## src/rtl/dm_hart_run_ctrl.sv

```systemverilog
// dm_hart_run_ctrl
//   Per-hart run-control sequencer for the debug module. Turns the DMCONTROL
//   haltreq level and resumereq pulse into a debug request line and a
//   "go/resume" flag per hart, follows the HALTED/RESUMING flag write-backs
//   from the debug ROM, keeps a sticky resumeack per hart and registers the
//   debug-mode exception pulse.
//
// Ports
//   clk_i           clock (single domain)
//   rst_ni          asynchronous active-low reset
//   hartsel_i       hart selected by DMCONTROL.hartsel
//   haltreq_i       halt request level for the selected hart
//   resumereq_i     one-cycle resume request pulse for the selected hart
//   halted_i        per-hart pulse: hart entered debug mode
//   resuming_i      per-hart pulse: hart is leaving debug mode
//   exception_i     pulse: hart trapped while in debug mode
//   debug_req_o     per-hart debug request (state HALT_PEND)
//   resume_o        per-hart resume flag polled by the ROM (state RESUME_PEND)
//   halted_o        per-hart halted status (HALTED or RESUME_PEND)
//   sel_halted_o    selected hart is halted
//   sel_running_o   selected hart is running (RUNNING or HALT_PEND)
//   sel_resumeack_o selected hart sticky resumeack
//   sel_nonexist_o  hartsel_i addresses a hart that does not exist
//   exc_o           registered exception_i pulse
module dm_hart_run_ctrl #(
    parameter int unsigned NrHarts  = 1,
    parameter int unsigned HartSelW = (NrHarts == 1) ? 1 : $clog2(NrHarts)
) (
    input  logic                clk_i,
    input  logic                rst_ni,
    input  logic [HartSelW-1:0] hartsel_i,
    input  logic                haltreq_i,
    input  logic                resumereq_i,
    input  logic [NrHarts-1:0]  halted_i,
    input  logic [NrHarts-1:0]  resuming_i,
    input  logic                exception_i,
    output logic [NrHarts-1:0]  debug_req_o,
    output logic [NrHarts-1:0]  resume_o,
    output logic [NrHarts-1:0]  halted_o,
    output logic                sel_halted_o,
    output logic                sel_running_o,
    output logic                sel_resumeack_o,
    output logic                sel_nonexist_o,
    output logic                exc_o
);

    typedef enum logic [1:0] {
        ST_RUNNING     = 2'd0,
        ST_HALT_PEND   = 2'd1,
        ST_HALTED      = 2'd2,
        ST_RESUME_PEND = 2'd3
    } state_e;

    state_e             state_r [NrHarts];
    state_e             state_s [NrHarts];
    logic [NrHarts-1:0] resumeack_r;
    logic [NrHarts-1:0] resumeack_s;
    logic [NrHarts-1:0] sel_s;
    logic [NrHarts-1:0] running_s;
    logic               nonexist_s;
    logic               exc_r;

    // The select index is widened so out-of-range values compare correctly
    // even when NrHarts is not a power of two.
    assign nonexist_s = (32'(hartsel_i) >= NrHarts);

    // One-hot decode of the selected hart; nothing is selected when hartsel is out of range.
    always_comb begin
        for (int unsigned h = 0; h < NrHarts; h++) begin
            sel_s[h] = (32'(hartsel_i) == h) && !nonexist_s;
        end
    end

    // Next-state and resumeack update for every hart.
    always_comb begin
        for (int unsigned h = 0; h < NrHarts; h++) begin
            state_s[h]     = state_r[h];
            resumeack_s[h] = resumeack_r[h];
            case (state_r[h])
                ST_RUNNING: begin
                    // Self-halt (ebreak, step, trigger) is honoured regardless of selection.
                    if (halted_i[h]) begin
                        state_s[h] = ST_HALTED;
                    end else if (sel_s[h] && haltreq_i) begin
                        state_s[h] = ST_HALT_PEND;
                    end else begin
                        state_s[h] = ST_RUNNING;
                    end
                end
                ST_HALT_PEND: begin
                    // The hart's acknowledgement wins over a request withdrawn in the same cycle.
                    if (halted_i[h]) begin
                        state_s[h] = ST_HALTED;
                    end else if (!(sel_s[h] && haltreq_i)) begin
                        state_s[h] = ST_RUNNING;
                    end else begin
                        state_s[h] = ST_HALT_PEND;
                    end
                end
                ST_HALTED: begin
                    // A resume is only accepted while no halt is being requested.
                    if (sel_s[h] && resumereq_i && !haltreq_i) begin
                        state_s[h]     = ST_RESUME_PEND;
                        resumeack_s[h] = 1'b0;
                    end else begin
                        state_s[h] = ST_HALTED;
                    end
                end
                ST_RESUME_PEND: begin
                    if (resuming_i[h]) begin
                        state_s[h]     = ST_RUNNING;
                        resumeack_s[h] = 1'b1;
                    end else begin
                        state_s[h] = ST_RESUME_PEND;
                    end
                end
                default: begin
                    state_s[h] = ST_RUNNING;
                end
            endcase
        end
    end

    // Per-hart state and sticky resumeack registers.
    always_ff @(posedge clk_i or negedge rst_ni) begin
        if (!rst_ni) begin
            for (int unsigned h = 0; h < NrHarts; h++) begin
                state_r[h] <= ST_RUNNING;
            end
            resumeack_r <= '0;
        end else begin
            for (int unsigned h = 0; h < NrHarts; h++) begin
                state_r[h] <= state_s[h];
            end
            resumeack_r <= resumeack_s;
        end
    end

    // Exception pulse delayed by one cycle; run state is not affected.
    always_ff @(posedge clk_i or negedge rst_ni) begin
        if (!rst_ni) begin
            exc_r <= 1'b0;
        end else begin
            exc_r <= exception_i;
        end
    end

    // Per-hart outputs decoded purely from the state registers.
    always_comb begin
        for (int unsigned h = 0; h < NrHarts; h++) begin
            debug_req_o[h] = (state_r[h] == ST_HALT_PEND);
            resume_o[h]    = (state_r[h] == ST_RESUME_PEND);
            halted_o[h]    = (state_r[h] == ST_HALTED) || (state_r[h] == ST_RESUME_PEND);
            running_s[h]   = (state_r[h] == ST_RUNNING) || (state_r[h] == ST_HALT_PEND);
        end
    end

    // Selected-hart status: sel_s is all-zero for a nonexistent hart, so these read 0 then.
    assign sel_halted_o    = |(halted_o & sel_s);
    assign sel_running_o   = |(running_s & sel_s);
    assign sel_resumeack_o = |(resumeack_r & sel_s);
    assign sel_nonexist_o  = nonexist_s;
    assign exc_o           = exc_r;

endmodule
```

## config.mk

```make
export PLATFORM = sky130hd
export DESIGN_NAME = dm_hart_run_ctrl
export DESIGN_NICKNAME = d
export VERILOG_FILES = /design/src/rtl/dm_hart_run_ctrl.sv
export SDC_FILE = /design/constraint.sdc
export NUM_CORES = 1
export LEC_CHECK = 0
export CAP_MARGIN = 20
export CELL_PAD_IN_SITES_DETAIL_PLACEMENT = 1
export CELL_PAD_IN_SITES_GLOBAL_PLACEMENT = 1
export CORE_AREA = 4 4 41 43
export DETAILED_ROUTE_END_ITERATION = 10
export DIE_AREA = 0 0 45 47
export PLACE_DENSITY = 0.59
export SLEW_MARGIN = 20
export SYNTH_ARGS = -nofsm -noshare
export SYNTH_HDL_FRONTEND = slang
export SYNTH_SLANG_ARGS = --single-unit
```

## constraint.sdc

```tcl
create_clock -name clk_i -period 1.15 [get_ports clk_i]
set_input_delay 0.1725 -clock clk_i [delete_from_list [all_inputs] [get_ports clk_i]]
set_output_delay 0.1725 -clock clk_i [all_outputs]
set_load 0.05 [all_outputs]
```

## Yosys cells after proc, flatten, opt, wreduce, memory -nomap -nowiden

Cells that the tools add are included.

- Bits in registers: 4
- Output and inout bits: 8
- Word-level logic and storage cells: 33

- Magnitude comparators: 1
- Equality and inequality tests: 5
- Muxes and demuxes: 8
- Bitwise gates (word level): 4
- Reductions and logical operators: 12

Operators by type and width:

| kind | count |
|---|---|
| 2-bit one-hot mux with 3 select lines | 1 |
| 2-bit == test (second input constant) | 2 |
| 1-bit logical AND | 4 |
| 1-bit two-way mux | 4 |
| 2-bit two-way mux | 2 |
| 2-bit inequality test (second input constant) | 2 |
| 1-bit bitwise AND | 3 |
| 3-bit AND reduction | 1 |
| 2-bit by 1-bit == test with 1-bit output (second input constant) | 1 |
| 1-bit zero test | 2 |
| 2-bit zero test | 1 |
| 1-bit logical OR | 2 |
| 1-bit one-hot mux with 2 select lines | 1 |
| 2-bit nonzero test | 1 |
| 2-bit OR reduction | 1 |
| 1-bit >= comparator (second input constant) | 1 |
| 1-bit inverter | 1 |

## Logic depth before layout (Yosys ltp)

Gate-level depths: netlist (run 1).

- Depth after elaboration: 7
- Gate-level depth with buffers: 3
- Mapped depth without buffers: 3

## Worst setup path after synthesis (run 1)

No wires, ideal clock.

- Path kind: register -> output
- Start: register state_r[1] (netlist bit)
- End: output port sel_halted_o
- Data arrival time: 1.160 ns
- Required time: 0.978 ns
- Slack: -0.183 ns
- Cell stages (with the launch flop): 2
- Buffers on the path: 0
- Cells stage by stage: dfrtp_1 -> nor2b_1

- Cells in the longest elaborated chain, start to end: 3

Ends and longest elaborated chain:

| item | RTL line | text |
|---|---|---|
| start: declaration | 54 | `state_e state_r [NrHarts];` |
| start signal: indexed assignment | 133 | `state_r[h] <= state_s[h];` |
| 2-bit == test | 153 | `halted_o[h] = (state_r[h] == ST_HALTED) \|\| (state_r[h] == ST_RESUME_PEND);` |
| 1-bit logical OR (*) | 153 |  |
| 1-bit bitwise AND (*) | 159 | `assign sel_halted_o = \|(halted_o & sel_s);` |
| end: declaration | 40 | `output logic sel_halted_o,` |

Mark *: on every way between the ends. The rest lies on a longest branch, timed or not.

## Worst setup path after layout (run 1)

- Start: register state_r[1] (netlist bit)
- End: output port sel_running_o

- Cells in the longest elaborated chain, start to end: 3

Ends and longest elaborated chain:

| item | RTL line | text |
|---|---|---|
| 2-bit by 1-bit == test with 1-bit output or 2-bit zero test (tied branches) | 154 | `running_s[h] = (state_r[h] == ST_RUNNING) \|\| (state_r[h] == ST_HALT_PEND);` |
| 1-bit logical OR (*) | 154 |  |
| 1-bit bitwise AND (*) | 160 | `assign sel_running_o = \|(running_s & sel_s);` |
| end: declaration | 41 | `output logic sel_running_o,` |

Marks and branches as above.

==> summary.md, run 1 <==
| Metric | Value |
|---|---|
| Run status | finished, violations left |
| Violations in the final reports | setup timing |
| Critical path class | flip-flop to primary output |
| Number of standard-cell rows in the floorplan | 13 |
| Drc violations | 0 |
| Fraction of layout instances using a drive strength above 1 | 51.28% |
| Area of all placed cells without fillers | 506.7 sq um |
| Final WS setup | -127.0 ps |
| PortBufs | 15 |
| Number of nets still failing antenna checks after routing | 0 |
| Placement Setup Slack | -214.5 ps |
| Area added between synthesis and finish | 156.3% |
| Yosys Warn Count | 0 |
| Total Nets Final | 49 |
| Antenna diodes | 0 |
| Clock tree from TritonCTS | built |
| Detailed Routing Iterations Pass 1 | 2 |
| Routability-driven placement congestion ratio | 0.7147 |
| Slew at the pin closest to its max-slew limit | 197.8 ps |
| Relative max-transition margin | between 80% and 90% |
| HPWL reported at the end of detailed placement | 645.1 um |
| Number of buffers added by the clock tree synthesis step | 3 |
| Syn nets | 27 |
| Crit path cell chain | buf_4 -> nor2_2 -> buf_12 |
| Kind of cell adding the most delay to the critical path | flip-flops |
| Clock sink count | 4 |
| Routed wire length per instance | 14.80 um |
| Max IR drop VDD | 0.5188 mV |
| Overflow left after global routing | 0 |
| Crit end category | primary output |
| Number of failing hold endpoints at the final stage | 0 |
| Synth Instances | 19 |
| Peak per-stage delay on the critical path | 410 ps |
| Post-synthesis sequential element count | 4 |
| Worst reg2reg path depth | 2 |
| Standard cell area after detailed placement | 473.0 sq um |
| Highest clock frequency the design can meet | just under 800 MHz |
| Number of placed instances with taps included | 51 |
| Worst Hold Slack | 138.9 ps |
| Leakage power summed over all cells | 0.2311 nW |
| Root Buffer | clkbuf_4 |
| Max Fanout on Critical Path | 4 |
| First-pass GRT wire length | between 1000 and 1500 um |
| IO Count | 16 |
| Area of the mapped netlist | 197.7 sq um |
| Clock-pin slew of the registers on the worst-case setup and hold paths | 40 ps |
| Largest clock skew in the final design | 1.782 ps |
| Pwr per Cell Area | 1591 nW/um^2 |
| Number of different library cells in the post-synthesis netlist | 14 |
| Crit path required time | 980 ps |
| DIE HEIGHT | 47 um |
| Final cell utilization of the core | 38.94% |
| Total Wirelength | 799 um |
| Post-synthesis area per instance | approximately 10 sq um |
| Core region area | 1301 sq um |
| Maximum Capacitance Violations | 0 |
| Vias in the first global route | ~290 |
| Register-to-register path setup slack | ~40 ps |
| Number of antenna violations at the first check in global routing | 0 |
| Die Width | 45 um |
| Final cell count without fillers | 54 |
| Slowest cell on crit path | dfrtp_1 |
| Crit share post-route | 111.0% |
| Vias per inst | 4.389 |
| Total via count after detailed routing | 237 |
| Capture instance of the worst register-to-register path | state_r[0]$_DFF_PN0_ |
| Unrepaired setup endpoints after global routing | yes |
| Maximum buffer depth of the clock tree | 2 |
| Total die area | between 2000 and 2500 sq um |
| Iteration-0 DRC Markers | 2 |
| Seq/Total Area, Yosys | 50.63% |
| Reg2reg start | state_r[1]$_DFF_PN0_ |
| Total number of H-tree levels | 1 |
| Post-layout minimum cycle time | about 1300 ps |
| Most common library cell in the layout ignoring fill and taps | buf_12 |
| GR Util All Layers | ~9.7% |
| Top library cells by usage in the layout, fill and taps aside | buf_12, clkdlybuf4s50_1, dfrtp_1, buf_4, clkbuf_4 |
| Tightest Hold Check Type | input pin to async pin |
| Hold buffer count at cts | 0 |
| CP bufs+invs | 2 |
| Final setup viols | 4 |
| Initial standard-cell utilization of the core | 15.19% |
| Clock network latency to the later pin of the worst-skew pair | about 230 ps |
| Critical Path AT | between 1000 and 1500 ps |
| Startpoint type of the worst setup path | flip-flop |
| Max Slew Vio Count | 0 |
| Largest net degree at the start of global routing | 5 |
layout make-up:
class	instances	area [sq um]
inverter	1	3.754
timing repair buffer	19	259.0
sequential	4	100.1
fill	155	794.5
multi-input combinational	12	102.6
tap	15	18.77
clock buffer	3	22.52
timing repair:
| item | in CTS | in global routing |
|---|---|---|
| gates resized for setup | 4 | 1 |
| buffers inserted | 0 | 0 |
| setup endpoints to repair | 6 | 7 |
synth_stat cells, drive strengths merged:
| cell | count | share of area [%] |
|---|---|---|
| nand4bb | 1 | 5.7 |
| inv | 1 | 1.9 |
| o221ai | 1 | 4.4 |
| a21o | 1 | 3.8 |
| clkbuf | 1 | 1.9 |
| a21oi | 1 | 2.5 |
| and2b | 1 | 3.8 |
| dfrtp | 4 | 51 |
| or4b | 1 | 5.1 |
| a22o | 1 | 4.4 |
| buf | 1 | 3.8 |
| nand2 | 1 | 1.9 |
| nor2b | 2 | 6.3 |
| nor2 | 2 | 3.8 |
worst register-to-register path, stage by stage (launching register included):
cell and delay, ps:
dfrtp_1 410, or4b_1 520, o221ai_1 90
report_power, final:
part           internal, mW  total, mW  leakage [nW]  switching, mW
combinational         0.223      0.429         0.171          0.206
clock                 0.117      0.174        0.0138         0.0575
sequential            0.171      0.203        0.0459         0.0316
total                 0.511      0.806         0.231          0.295
layer usage:
layer | global-route usage, % | up-vias | share of wire [%]
li1 | - | 106 | -
met1 | 7.586 | 111 | 34
met2 | 15.25 | 18 | 48
met3 | 7.663 | 2 | 15
met4 | 8.772 | 0 | 2.4
met5 | 0 | - | 0
kinds of logic after synthesis:
family                 after synthesis  share of synthesized area (%)
AOI/OAI and AO/OA                    4                          15.19
DFF                                  4                          50.63
buffers and inverters                3                          7.593
and+or+nand+nor                      8                          26.58
worst max path at each step:
stage	startpoint	endpoint	cells after the start
floorplan	state_r[1]$_DFF_PN0_	sel_halted_o	1
global placement	hartsel_i	state_r[0]$_DFF_PN0_	3
detailed placement	hartsel_i	state_r[0]$_DFF_PN0_	3
CTS	state_r[1]$_DFF_PN0_	sel_running_o	3
global route	state_r[1]$_DFF_PN0_	sel_halted_o	3
finish	state_r[1]$_DFF_PN0_	sel_running_o	3
metrics by stage:
step / total power, mW / TNS, ps
floorplan: 0.3868 / 0
global placement: 0.6064 / -462.7
detailed placement: 0.6154 / -735.8
CTS: 0.8105 / -481.5
global route: 0.8586 / -691.0
finish: 0.8061 / -425.9
registers in the layout (all words and copies together) (netlist names):
signal / cells
resumeack_r: 1
exc_o: 1
state_r: 2
(Power assumes the default switching activity.)
==> run 2: changes to the inputs <==
--- a/config.mk
+++ b/config.mk
@@ -11,7 +11,7 @@
 export CORE_AREA = 4 4 41 43
 export DETAILED_ROUTE_END_ITERATION = 10
 export DIE_AREA = 0 0 45 47
-export PLACE_DENSITY = 0.59
+export PLACE_DENSITY_LB_ADDON = 0.1
 export SLEW_MARGIN = 20
 export SYNTH_ARGS = -nofsm -noshare
 export SYNTH_HDL_FRONTEND = slang
==> summary.md, run 2 (synthesis gave the netlist of run 1 again) <==
| Metric | Value |
|---|---|
| Clock sink count | 4 (unchanged) |
| Number of standard-cell rows in the floorplan | 13 (unchanged) |
| Maximum Capacitance Violations | 0 (unchanged) |
| Core region area | 1301 sq um (unchanged) |
| Total Wirelength | 762 um (-4.6%) |
| Met2 track demand over resource in global routing | 15.82% (+0.56 points) |
| Fraction of layout instances using a drive strength above 1 | 61.90% (+11 points) |
| Crit path required time | 980 ps (about the same) |
| Critical Path AT | 1070 ps (-30 ps) |
| Largest register by flop count | state_r |
| Number of antenna violations at the first check in global routing | 0 (unchanged) |
| Unrepaired setup endpoints after global routing | yes |
| DIE HEIGHT | 47 um (unchanged) |
| Leakage power summed over all cells | 0.2574 nW (+11%) |
| Total die area | 2115 sq um (unchanged) |
| Most common library cell in the layout ignoring fill and taps | buf_12 |
| Startpoint type of the worst setup path | flip-flop |
| Max Slew Vio Count | 0 (unchanged) |
| First-pass GRT wire length | 1152 um (-13%) |
| Total Nets Final | 52 (+6.1%) |
| Die Width | 45 um (unchanged) |
| Clock-pin slew of the registers on the worst-case setup and hold paths | 40 ps (about the same) |
| Number of buffers added by the clock tree synthesis step | 3 (unchanged) |
| Total design power | 860.2 uW (+6.7%) |
| Max IR drop VDD | 0.6175 mV (+19%) |
| Most used routing layer | met2 |
| Hold buffer count at cts | 0 (unchanged) |
| Total number of H-tree levels | 1 (unchanged) |
| Met3 capacity usage during global routing | 2.682% (-5.0 points) |
| Clock tree from TritonCTS | built |
| Crit end category | primary output |
| Initial standard-cell utilization of the core | 15.19% (unchanged) |
| Antenna diodes | 0 (unchanged) |
| Vias in the first global route | 272 (-6.5%) |
| Detailed Routing Iterations Pass 1 | 4 (+2) |
| Maximum buffer depth of the clock tree | 2 (unchanged) |
| Routability-driven placement congestion ratio | 0.7547 (+5.6%) |
| Total via count after detailed routing | 238 (+0.42%) |
| Area added between synthesis and finish | 189.2% |
| Routed wire length per instance | 13.37 um (-9.7%) |
| Post-layout minimum cycle time | 1239 ps (-38.03 ps) |
| IO Count | 16 (unchanged) |
| Max FFs per register | 2 (unchanged) |
| Overflow left after global routing | 0 (unchanged) |
| Clock network latency to the later pin of the worst-skew pair | 230 ps (about the same) |
| Largest net degree at the start of global routing | 5 (unchanged) |
| Top library cells by usage in the layout, fill and taps aside | buf_12, clkdlybuf4s50_1, buf_6 |
| GR Util All Layers | 8.010% (-1.7 points) |
| Run status | finished, violations left |
| Iteration-0 DRC Markers | 5 (+3) |
| Violations in the final reports | setup timing |
| Slew at the pin closest to its max-slew limit | 210.1 ps (+12.31 ps) |
| Largest clock skew in the final design | 0.3148 ps (-1.467 ps) |
| Vias per inst | 4.175 (-4.9%) |
| Crit share post-route | 107.7% (-3.3 points) |
| Number of nets still failing antenna checks after routing | 0 (unchanged) |
| Max Fanout on Critical Path | 4 (unchanged) |
| Number of failing hold endpoints at the final stage | 0 (unchanged) |
| Critical path class | flip-flop to primary output |
| Pwr per Cell Area | 1504 nW/um^2 (-5.4%) |
| Relative max-transition margin | 85.99% (-0.82 points) |
| Drc violations | 0 (unchanged) |
| Final setup viols | 6 (+2) |
| Worst Hold Slack | 141.8 ps (+2.872 ps) |
| Tightest Hold Check Type | input pin to async pin |
| Root Buffer | clkbuf_4 |
| Met1 usage in global routing | 6.667% (-0.92 points) |
| PortBufs | 15 (unchanged) |
| Final WS setup | -88.97 ps (+38.03 ps) |
| Highest clock frequency the design can meet | 807.1 MHz (+3.1%) |
## run 2: path summary, 6_finish.rpt
kind | cells past startpoint | slack (ps) | endpoint | start
setup / recovery | 4 | -90 | resume_o | state_r[1]$_DFF_PN0_
hold / removal | 1 | 140 | exc_o$_DFF_PN0_ | rst_ni
setup reg to reg | 3 | -50 | state_r[0]$_DFF_PN0_ | state_r[1]$_DFF_PN0_
hold reg to reg | 1 | 540 | resumeack_r$_DFFE_PN0P_ | resumeack_r$_DFFE_PN0P_
max in group asynchronous | 1 | 830 | state_r[1]$_DFF_PN0_ | rst_ni
min in group clk_i | 1 | 390 | exc_o$_DFF_PN0_ | exception_i
## run 2: area by class of cell
type                    count  area (sq um)
flip-flops and latches      4         101.3
multi-input cells          12         122.6
clock buffers               3         22.52
well taps                  15         18.77
repair buffers             22         300.3
inverters                   1         6.256
fillers                   143         729.5
## run 2: report_power, final
part	total, mW	switching, mW	internal, mW
sequential	0.207	0.0350	0.172
clock	0.171	0.0542	0.117
combinational	0.482	0.218	0.264
## run 2: critical path, cell delays in order, from the launching register on
cell	delay [ps]
dfrtp_2	430
buf_6	140
nand2_4	80
inv_4	40
buf_12	140
## run 2: metal layers
layer	up-vias	part of all wire, %
met1	111	32
li1	114	-
met2	11	60
met3	2	5.4
met5	-	0
met4	0	2.4
## run 2: per-stage QoR
stage                     area, sq um  worst slack [ps]  util [%]  std cells  TNS (ps)
final                           571.8            -88.97     43.94         57    -430.5
after global routing            571.8            -123.4     43.94         57    -621.9
after CTS                       523.0            -104.8     40.19         55    -417.6
after detailed placement        465.4            -194.3     35.77         50    -733.6
after global placement          465.4            -130.6     35.77         50    -456.1
after floorplan                 205.2             43.92         -         19         0
## run 2: what timing repair did
action,CTS,global route
endpoints found under the hold margin,0,0
endpoints found under the setup margin,8,6
pin swaps,0,2
buffers inserted,2,2
gates resized for setup,7,9
==> run 3: changes to the inputs <==
--- a/config.mk
+++ b/config.mk
@@ -16,3 +16,4 @@
 export SYNTH_ARGS = -nofsm -noshare
 export SYNTH_HDL_FRONTEND = slang
 export SYNTH_SLANG_ARGS = --single-unit
+export TNS_END_PERCENT = 1
==> summary.md, run 3 (synthesis gave the netlist of run 1 again) <==
| Metric | Value |
|---|---|
| Placement Setup Slack | -189.8 ps (+4.590 ps) |
| Die Width | 45 um (unchanged) |
| Slowest cell on crit path | dfrtp_2 |
| Crit path required time | 980 ps (about the same) |
| Number of failing hold endpoints at the final stage | 0 (unchanged) |
| Standard cell area after detailed placement | 460.4 sq um (-1.1%) |
| Largest clock skew in the final design | 0.5071 ps (+0.1923 ps) |
| Most common library cell in the layout ignoring fill and taps | buf_12 |
| Routed wire length per instance | 12.70 um (-5.0%) |
| Final cell count without fillers | 54 (-5.3%) |
| Vias in the first global route | 212 (-22%) |
| Max FFs per register | 2 (unchanged) |
| Total Neg Setup Slack | -151.8 ps (+278.7 ps) |
| Top library cells by usage in the layout, fill and taps aside | buf_12, clkdlybuf4s50_1, clkbuf_4, dfrtp_1 |
| CP bufs+invs | 3 (unchanged) |
| Critical path class | flip-flop to primary output |
| Max Slew Vio Count | 0 (unchanged) |
| Detailed Routing Iterations Pass 1 | 4 (unchanged) |
| Critical Path AT | 1060 ps (about the same) |
| Total Wirelength | 686 um (-10%) |
| Kind of cell adding the most delay to the critical path | flip-flops |
| Crit path cell chain | buf_6 -> nand2_4 -> inv_4 -> buf_12 |
| Fraction of layout instances using a drive strength above 1 | 53.85% (-8.1 points) |
| Reg2reg start | state_r[1]$_DFF_PN0_ |
| Area of all placed cells without fillers | 523.0 sq um (-8.5%) |
| Total die area | 2115 sq um (unchanged) |
| Total Nets Final | 49 (-5.8%) |
| Number of placed instances with taps included | 50 (unchanged) |
| Antenna diodes | 0 (unchanged) |
| Worst Hold Slack | 147.4 ps (+5.619 ps) |
| Number of buffers added by the clock tree synthesis step | 3 (unchanged) |
| Relative max-transition margin | 87.00% (+1.0 points) |
| PortBufs | 15 (unchanged) |
| Hold buffer count at cts | 0 (unchanged) |
| Area of combinational cells with multiple inputs | 107.6 sq um (-12%) |
| Total via count after detailed routing | 221 (-7.1%) |
| Total design power | 803.1 uW (-6.6%) |
| Max IR drop VDD | 0.6605 mV (+7.0%) |
| Vias per inst | 4.093 (-2.0%) |
| GR Util All Layers | 7.680% (-0.33 points) |
| Startpoint type of the worst setup path | flip-flop |
| Initial standard-cell utilization of the core | 15.19% (unchanged) |
| Drc violations | 0 (unchanged) |
| Clock power share | 20.2% (+0.4 points) |
| Root Buffer | clkbuf_4 |
| Final cell utilization of the core | 40.19% (-3.8 points) |
| Sequential cell area | 101.3 sq um (unchanged) |
| Combinational cell fraction of total power | 53.9% (-2.1 points) |
| Final setup viols | 3 (-3) |
| Max Fanout on Critical Path | 5 (+1) |
| Peak per-stage delay on the critical path | 430 ps (about the same) |
| Clock tree from TritonCTS | built |
| Highest clock frequency the design can meet | 812.7 MHz (+0.69%) |
| Largest net degree at the start of global routing | 6 (+1) |
| Routability-driven placement congestion ratio | 0.7452 (-1.3%) |
| Crit end category | primary output |
| Leakage power summed over all cells | 0.2369 nW (-8.0%) |
| Net switching share of the total power | 35.38% (-0.30 points) |
| Run status | finished, violations left |
| Number of antenna violations at the first check in global routing | 0 (unchanged) |
| Crit share post-route | 107.0% (-0.74 points) |
| Slew at the pin closest to its max-slew limit | 195.1 ps (-15.05 ps) |
| Layout filler cell count | 149 (+4.2%) |
| Clock-pin slew of the registers on the worst-case setup and hold paths | 40 ps (about the same) |
| Overflow left after global routing | 0 (unchanged) |
| Largest register by flop count | state_r |
| Violations in the final reports | setup timing |
| Capture instance of the worst register-to-register path | state_r[0]$_DFF_PN0_ |
| Total number of H-tree levels | 1 (unchanged) |
| Number of nets still failing antenna checks after routing | 0 (unchanged) |
| DIE HEIGHT | 47 um (unchanged) |
| First-pass GRT wire length | 1124 um (-2.4%) |
| Area added between synthesis and finish | 164.6% |
| Cell-internal power | 518.9 uW (-6.2%) |
| Final WS setup | -80.45 ps (+8.527 ps) |
| Net Switching | 284.1 uW (-7.4%) |
| Worst reg2reg path depth | 2 (-1) |
| Number of standard-cell rows in the floorplan | 13 (unchanged) |
| Unrepaired setup endpoints after global routing | yes |
| Register-to-register path setup slack | 0 ps (+50 ps) |
| Post-layout minimum cycle time | 1230 ps (-8.527 ps) |
| Maximum buffer depth of the clock tree | 2 (unchanged) |
| Core region area | 1301 sq um (unchanged) |
| Clock sink count | 4 (unchanged) |
| IO Count | 16 (unchanged) |
| Clock network latency to the later pin of the worst-skew pair | 220 ps (about the same) |
| Iteration-0 DRC Markers | 1 (-4) |
| Pwr per Cell Area | 1536 nW/um^2 (+2.1%) |
| Maximum Capacitance Violations | 0 (unchanged) |
| Tightest Hold Check Type | input pin to async pin |
| Sequential share of power | 25.9% (+1.8 points) |
==> run 3: power by group through the flow <==
stage               Clock (mW)  Combinational [mW]  Sequential, mW
floorplan                    0               0.181           0.201
global placement             0               0.390           0.202
detailed placement           0               0.394           0.203
CTS                      0.169               0.429           0.210
global route             0.183               0.452           0.217
finish                   0.162               0.433           0.208
==> run 3: timing repair <==
action,4_1_cts,5_1_grt
gates resized for setup,12,0
endpoints found under the setup margin,6,6
pin swaps,0,0
buffers inserted,0,1
==> run 3: final cells by class <==
cell class | instances | area share [%]
Sequential cell | 4 | 19.38
Multi-Input combinational cell | 12 | 20.57
Timing Repair Buffer | 19 | 50.96
Tap cell | 15 | 3.589
Inverter | 1 | 1.196
Clock buffer | 3 | 4.306
==> run 3: worst max path at each step <==
stage                               startpoint                   end  slack (ps)  cells past startpoint
after detailed placement             hartsel_i       sel_resumeack_o        -190                      4
final                     state_r[1]$_DFF_PN0_              resume_o         -80                      4
after global placement               hartsel_i  state_r[0]$_DFF_PN0_        -160                      3
after floorplan           state_r[1]$_DFF_PN0_         sel_running_o        -120                      1
after global routing      state_r[1]$_DFF_PN0_              resume_o        -130                      4
after CTS                 state_r[1]$_DFF_PN0_              resume_o         -90                      4
==> run 3: per-layer routing <==
layer,track usage [%],part of all wire (%)
met1,7.323,30
met2,14.69,62
met3,2.682,5.5
met4,3.509,2.6
met5,0,0
